==> src/rtl/video_axis_pkg.sv <==
// Shared constants and FSM state type for the AXI4-Stream video alignment blocks.
package video_axis_pkg;

  localparam int unsigned TUSER_SOF = 0;
  localparam int unsigned TUSER_EOF = 1;
  localparam int unsigned RES_W     = 12;

  typedef enum logic [1:0] {IDLE, PASS, DROP} state_e;

endpackage

==> src/rtl/axis_skid_buffer.sv <==
// Two-entry registered output stage: full throughput, ready depends only on local state.
module axis_skid_buffer #(
  parameter int unsigned Width = 8
) (
  input  logic             clk,
  input  logic             rst,
  input  logic             in_valid,
  output logic             in_ready,
  input  logic [Width-1:0] in_data,
  output logic             out_valid,
  input  logic             out_ready,
  output logic [Width-1:0] out_data
);

  logic             a_valid_q, b_valid_q;
  logic [Width-1:0] a_data_q, b_data_q;
  logic             pop;

  assign pop = a_valid_q & out_ready;

  // Entry a drives the output; entry b only fills when a is stalled.
  always_ff @(posedge clk) begin
    if (rst) begin
      a_valid_q <= 1'b0;
      b_valid_q <= 1'b0;
      a_data_q  <= '0;
      b_data_q  <= '0;
    end else if (pop) begin
      if (b_valid_q) begin
        a_data_q  <= b_data_q;
        b_valid_q <= 1'b0;
      end else begin
        a_valid_q <= in_valid;
        if (in_valid) a_data_q <= in_data;
      end
    end else if (!a_valid_q) begin
      a_valid_q <= in_valid;
      if (in_valid) a_data_q <= in_data;
    end else if (in_valid) begin
      b_valid_q <= 1'b1;
      b_data_q  <= in_data;
    end
  end

  assign in_ready  = ~b_valid_q;
  assign out_valid = a_valid_q;
  assign out_data  = a_data_q;

endmodule

==> src/rtl/axis_frame_aligner.sv <==
// Regenerates SOF/EOL/EOF from counters and discards malformed frames.
// FRAME_ALIGNER_STATS_EN builds the drop counter and sticky sync-lost flag.
module axis_frame_aligner
  import video_axis_pkg::*;
#(
  parameter int unsigned C_WIDTH       = 8,
  parameter int unsigned PIXEL_PER_CLK = 1,
  parameter int unsigned TUSER_WIDTH   = 2
) (
  input  logic                                 i_axis_clk,
  input  logic                                 i_axis_reset,
  input  logic [RES_W-1:0]                     i_hres,
  input  logic [RES_W-1:0]                     i_vres,
  input  logic [PIXEL_PER_CLK*3*C_WIDTH-1:0]   s_axis_tdata,
  input  logic                                 s_axis_tvalid,
  output logic                                 s_axis_tready,
  input  logic                                 s_axis_tlast,
  input  logic [TUSER_WIDTH-1:0]               s_axis_tuser,
  output logic [PIXEL_PER_CLK*3*C_WIDTH-1:0]   m_axis_tdata,
  output logic                                 m_axis_tvalid,
  input  logic                                 m_axis_tready,
  output logic                                 m_axis_tlast,
  output logic [TUSER_WIDTH-1:0]               m_axis_tuser,
  output logic [15:0]                          o_frames_dropped,
  output logic                                 o_sync_lost
);

  localparam int unsigned DW = PIXEL_PER_CLK * 3 * C_WIDTH;
  localparam int unsigned PW = DW + 1 + TUSER_WIDTH;
  localparam logic [RES_W-1:0] ResOne = RES_W'(1);

  state_e           state_q, state_d;
  logic [RES_W-1:0] hres_q, hres_d, vres_q, vres_d;
  logic [RES_W-1:0] h_cnt_q, h_cnt_d, v_cnt_q, v_cnt_d;
  logic             replay_q, replay_d;
  logic [DW-1:0]    rp_data_q;
  logic             rp_last_q;
  logic [TUSER_WIDTH-1:0] rp_user_q;

  logic                   skid_ready, accept, start, adv;
  logic [DW-1:0]          beat_data;
  logic                   beat_last;
  logic [TUSER_WIDTH-1:0] beat_user;
  logic [RES_W-1:0]       cur_h, cur_v, cur_hres, cur_vres;
  logic                   last_h, last_beat;
  logic                   fwd, fwd_last, drop_evt;
  logic [TUSER_WIDTH-1:0] fwd_user;

  // A stray SOF is parked in the replay register and re-presented as a fresh SOF.
  assign s_axis_tready = skid_ready & ~replay_q & ~i_axis_reset;
  assign beat_data     = replay_q ? rp_data_q : s_axis_tdata;
  assign beat_last     = replay_q ? rp_last_q : s_axis_tlast;
  assign beat_user     = replay_q ? rp_user_q : s_axis_tuser;
  assign accept        = (replay_q | s_axis_tvalid) & skid_ready & ~i_axis_reset;

  always_comb begin
    state_d  = state_q;
    hres_d   = hres_q;
    vres_d   = vres_q;
    h_cnt_d  = h_cnt_q;
    v_cnt_d  = v_cnt_q;
    replay_d = replay_q & ~accept;
    fwd      = 1'b0;
    adv      = 1'b0;
    drop_evt = 1'b0;
    fwd_user = '0;

    start     = (state_q != PASS) && beat_user[TUSER_SOF];
    cur_h     = start ? '0 : h_cnt_q;
    cur_v     = start ? '0 : v_cnt_q;
    cur_hres  = start ? i_hres : hres_q;
    cur_vres  = start ? i_vres : vres_q;
    last_h    = (cur_h == cur_hres - ResOne);
    last_beat = last_h && (cur_v == cur_vres - ResOne);

    fwd_last            = last_h;
    fwd_user[TUSER_SOF] = (cur_h == '0) && (cur_v == '0);
    fwd_user[TUSER_EOF] = last_beat;

    if (accept) begin
      unique case (state_q)
        IDLE, DROP: begin
          if (start) begin
            hres_d  = i_hres;
            vres_d  = i_vres;
            h_cnt_d = '0;
            v_cnt_d = '0;
            if (i_hres == '0 || i_vres == '0) begin
              drop_evt = 1'b1;
              state_d  = DROP;
            end else begin
              fwd     = 1'b1;
              adv     = 1'b1;
              state_d = last_beat ? IDLE : PASS;
            end
          end
        end
        PASS: begin
          if (beat_user[TUSER_SOF] && !fwd_user[TUSER_SOF]) begin
            drop_evt = 1'b1;
            replay_d = 1'b1;
            state_d  = DROP;
          end else if ((beat_last != last_h) || (beat_user[TUSER_EOF] && !last_beat)) begin
            fwd                 = 1'b1;
            fwd_last            = 1'b1;
            fwd_user[TUSER_EOF] = 1'b1;
            drop_evt            = 1'b1;
            state_d             = DROP;
          end else begin
            fwd     = 1'b1;
            adv     = 1'b1;
            state_d = last_beat ? IDLE : PASS;
          end
        end
        default: state_d = IDLE;
      endcase
    end

    if (adv) begin
      if (last_h) begin
        h_cnt_d = '0;
        v_cnt_d = cur_v + ResOne;
      end else begin
        h_cnt_d = cur_h + ResOne;
        v_cnt_d = cur_v;
      end
    end
  end

  always_ff @(posedge i_axis_clk) begin
    if (i_axis_reset) begin
      state_q   <= IDLE;
      hres_q    <= '0;
      vres_q    <= '0;
      h_cnt_q   <= '0;
      v_cnt_q   <= '0;
      replay_q  <= 1'b0;
      rp_data_q <= '0;
      rp_last_q <= 1'b0;
      rp_user_q <= '0;
    end else begin
      state_q  <= state_d;
      hres_q   <= hres_d;
      vres_q   <= vres_d;
      h_cnt_q  <= h_cnt_d;
      v_cnt_q  <= v_cnt_d;
      replay_q <= replay_d;
      if (replay_d && !replay_q) begin
        rp_data_q <= s_axis_tdata;
        rp_last_q <= s_axis_tlast;
        rp_user_q <= s_axis_tuser;
      end
    end
  end

  axis_skid_buffer #(
    .Width(PW)
  ) u_skid (
    .clk      (i_axis_clk),
    .rst      (i_axis_reset),
    .in_valid (fwd),
    .in_ready (skid_ready),
    .in_data  ({beat_data, fwd_last, fwd_user}),
    .out_valid(m_axis_tvalid),
    .out_ready(m_axis_tready),
    .out_data ({m_axis_tdata, m_axis_tlast, m_axis_tuser})
  );

`ifdef FRAME_ALIGNER_STATS_EN
  logic [15:0] frames_dropped_q;
  logic        sync_lost_q;

  always_ff @(posedge i_axis_clk) begin
    if (i_axis_reset) begin
      frames_dropped_q <= '0;
      sync_lost_q      <= 1'b0;
    end else if (drop_evt) begin
      if (frames_dropped_q != 16'hFFFF) frames_dropped_q <= frames_dropped_q + 16'd1;
      sync_lost_q <= 1'b1;
    end
  end

  assign o_frames_dropped = frames_dropped_q;
  assign o_sync_lost      = sync_lost_q;
`else
  logic unused_drop_evt;
  assign unused_drop_evt  = drop_evt;
  assign o_frames_dropped = '0;
  assign o_sync_lost      = 1'b0;
`endif

endmodule

==> config.mk <==
export PLATFORM = sky130hd
export DESIGN_NAME = axis_frame_aligner
export DESIGN_NICKNAME = d
export VERILOG_FILES = /design/src/rtl/video_axis_pkg.sv /design/src/rtl/axis_skid_buffer.sv /design/src/rtl/axis_frame_aligner.sv
export SDC_FILE = /design/constraint.sdc
export NUM_CORES = 1
export LEC_CHECK = 0
export ABC_AREA = 1
export CORE_ASPECT_RATIO = 0.8
export CORE_UTILIZATION = 55
export CTS_CLUSTER_SIZE = 30
export DETAILED_ROUTE_END_ITERATION = 6
export HOLD_SLACK_MARGIN = 0.15
export PLACE_DENSITY = 0.85
export SETUP_SLACK_MARGIN = 0.02
export SLEW_MARGIN = 15
export SYNTH_ARGS = -nofsm -noshare
export SYNTH_HDL_FRONTEND = slang
export SYNTH_HIERARCHICAL = 1
export SYNTH_SLANG_ARGS = --single-unit
==> constraint.sdc <==
create_clock -name i_axis_clk -period 5.6 [get_ports i_axis_clk]
set_clock_uncertainty 0.15 [all_clocks]
set_input_delay 0.84 -clock i_axis_clk [delete_from_list [all_inputs] [get_ports i_axis_clk]]
set_output_delay 0.84 -clock i_axis_clk [all_outputs]
set_load 0.02 [all_outputs]
==> metrics.csv <==
metric;value;unit
final cell count without fillers;1790;
clk buf depth;2;
hold path depth;2;
Critical Path RT;5800;ps
DR vias/cell;5.44;
top cell type's share of synthesized area;29.3;%
# rows;41;
Setup CP Type;reg -> reg;
CP Cell Sequence;inv_2 > nand2_4 > nand3_4 > nand2_1 > nand2_1 > ha_1 > inv_1 > nor2_4 > nand2_1 > nand2_1 > nand3_1 > nand2_1 > nor2_2 > nand3_2 > nand2_1 > nand2_1 > inv_2 > nand3_4 > nand2_4 > nor2_4 > nand2_1 > a21oi_1;
Synth Area per Inst;6.03;um2
r2r setup slk;770;ps
peak supply drop;0.211;mV
Sink Count;134;
port bufs;83;
Worst EP arrival;5020;ps
TritonCTS buffer count;17;
CTS root buffer;clkbuf_16;
CTS Hold Bufs;0;
CP endpoint kind;flip-flop;
Top delay family on crit path;simple AND/OR/NAND/NOR gates;
vias in the first global route;8777;
Post-CTS Setup Repair Bufs;0;
core area;16000;um2
synth top area cells;dfxtp_1 (29%), nand2_1 (19%), inv_1 (8.4%);
Routed WL per cell;14.4;um
number of synthesized register bits;134;
die height;117;um
fin nets;1623;
status;complete, no violations;
layout cells sized above 1;7.30;%
starting density of the core;57.2;%
worst r2r dst;v_cnt_q[5]$_SDFFE_PP0P_;
overall global routing resource usage;30.6;%
number of DRC markers in iteration 0;1107;
Achievable Freq;207;MHz
first drt pass iteration count;5;
Worst path max stage delay;680;ps
Leak;4.95;nW
Clk network pwr share;42.9;%
Final Hold Viols;0;
Slew HR;27.0;%
total gr overflow;0;
worst skew pair latency;430;ps
unrepaired setup endpoints after global routing;false;
min-delay src;rp_data_q[15]$_SDFFE_PP0P_;
final setup fails;0;
# Max-Cap Violations;0;
synth warn;6;
H-tree depth;4;
Routed WL;25800;um
Int Power;1.92;mW
CP startpoint kind;flip-flop;
placed cell count;1758;
hold endpoint;rp_data_q[15]$_SDFFE_PP0P_;
post-route setup TNS;0;ps
total die area;17200;um2
Yosys cell types;41;
sequential fraction of the synthesis area;29.3;%
logic gate share of total power;20.0;%
Final ANT Viol Nets;0;
Vias;9732;
DRC Markers;0;
Worst path slowest cell;inv_2;
P&R area growth vs syn;14.4;%
final worst path period share;86.2;%
Slew @ Worst Pin;1090;ps
DP HPWL;17300;um
CP bufs+invs;3;
Placer Congestion;0.964;
synthesized area;9160;um2
pin count of the biggest net entering global routing;68;
initial antenna violation count;0;
number of diodes;0;
Die X-Extent;146;um
switching power;0.839;mW
Top Ports;101;
Yosys top cell by area;dfxtp_1;
fin. max-slew vios;0;
first-pass GRT wire length;42900;um
FF-to-FF Start;replay_q$_SDFF_PP0_;
clk slew on worst S/H paths;60;ps
Sw Ratio;30.4;%
TritonCTS clock tree;yes;
PostCTS Resize Cnt;0;
CP dominant cell by count;nand2_1;
Sequential Power Share;37.0;%
Syn Inst Count;1520;
reg2reg path depth;22;
CP Max Fanout;54;
pwr/cell area;263;nW/um2
Period minus WS final;4830;ps
worst min-delay path class;reg -> reg;
cell families (layout without fill, tap and decap cells):
family / count (synthesis) / after routing / share of synthesized area [%]
simple gates: 830 / 830 / 40.3
fa+ha+maj: 6 / 6 / 0.819
buf+inv: 309 / 348 / 15.1
xor+xnor: 20 / 20 / 1.91
flops: 134 / 134 / 29.3
compound gates: 220 / 220 / 12.5
other cells: 1 / 17 / 0.0409
metrics by stage:
step	total power, mW	cell area [um2]	utilization, %	hold WS [ps]	worst slack (ps)
detailed placement	1.58	9860	61.6	290	565
CTS	2.76	10500	65.5	299	912
global placement	1.57	9860	61.6	284	646
floorplan	1.43	9220	-	275	2110
finish	2.76	10500	65.5	296	774
global route	2.88	10500	65.5	322	340
tightest hold or removal path, delay by kind of cell (launching register included):
kind | cells | cell delay [ps]
buf+inv | 1 | 50
compound gates | 1 | 50
flops | 1 | 300
power by group through the flow:
stage / sequential, mW / combinational (mW) / clock [mW]
after floorplan: 1.05 / 0.378 / 0
after global placement: 1.04 / 0.527 / 0
after detailed placement: 1.04 / 0.540 / 0
after CTS: 1.02 / 0.545 / 1.19
after global routing: 1.02 / 0.614 / 1.24
final: 1.02 / 0.553 / 1.18
flip-flops by register name, indices dropped and copies added, names as in the netlist, 2 cells and up:
register         flops
h_cnt_q             12
hres_q              12
rp_data_q           24
rp_user_q            2
state_q              2
u_skid/b_data_q     27
u_skid/out_data     27
v_cnt_q             12
vres_q              12
routing by layer:
| metal | GRT usage [%] | up-vias | wire length (um) |
|---|---|---|---|
| met5 | 0 | - | 0 |
| met4 | 11.5 | 0 | 506 |
| met3 | 6.85 | 46 | 2240 |
| met2 | 46.8 | 422 | 11500 |
| met1 | 41.9 | 4416 | 11500 |
| li1 | - | 4848 | - |
area by class of cell:
class	count	area, um2
sequential	134	2680
clock buffer	20	457
timing repair buffer	95	916
fill	1443	5530
multi-input combinational	1093	5160
tap	215	269
inverter	221	832
clock inverter	12	166
placed cells by master, fill, tap and decap left out, types with 4 or more instances in the layout:
cell             instances
a21oi_1                 87
buf_4                   12
clkbuf_16               17
clkdlybuf4s50_1         82
clkinv_4                 4
conb_1                  17
dfxtp_1                134
ha_1                     6
inv_1                  205
inv_2                   12
nand2_1                459
nand2_2                 26
nand2_4                  4
nand3_1                 80
nand3_2                  5
nand3b_1                11
nand4_1                 50
nor2_1                 153
nor2_2                   9
nor2_4                   6
nor3_1                   8
nor4_1                  11
o211ai_1                11
o21ai_0                110
o21ai_1                  5
xor2_1                  18
cells in the mapped netlist, drive strengths merged:
master and n:
clkinv 3, nand2 490, buf 50, o21ai 118, dfxtp 134, a211oi 1
conb 1, nand3b 11, ha 6, xnor2 2, o21bai 1, clkbuf 38
a21oi 87, o211ai 11, xor2 18, o22ai 1, nor3 8, inv 218
nor2 169, and2 3, a31oi 1, nor4 11, nand4 50, nand3 88
how the worst max path moves through the flow:
stage                        start                       to  depth (start not counted)
2_1_floorplan      s_axis_tuser[0]  v_cnt_q[1]$_SDFFE_PP0P_                         26
3_3_place_gp       s_axis_tuser[0]  h_cnt_q[5]$_SDFFE_PP0P_                         24
3_5_place_dp       s_axis_tuser[0]  h_cnt_q[5]$_SDFFE_PP0P_                         24
4_1_cts        replay_q$_SDFF_PP0_  v_cnt_q[5]$_SDFFE_PP0P_                         22
5_1_grt        replay_q$_SDFF_PP0_  v_cnt_q[5]$_SDFFE_PP0P_                         22
6_report       replay_q$_SDFF_PP0_  v_cnt_q[5]$_SDFFE_PP0P_                         22
Note: power is estimated with default switching activity, not from simulation.
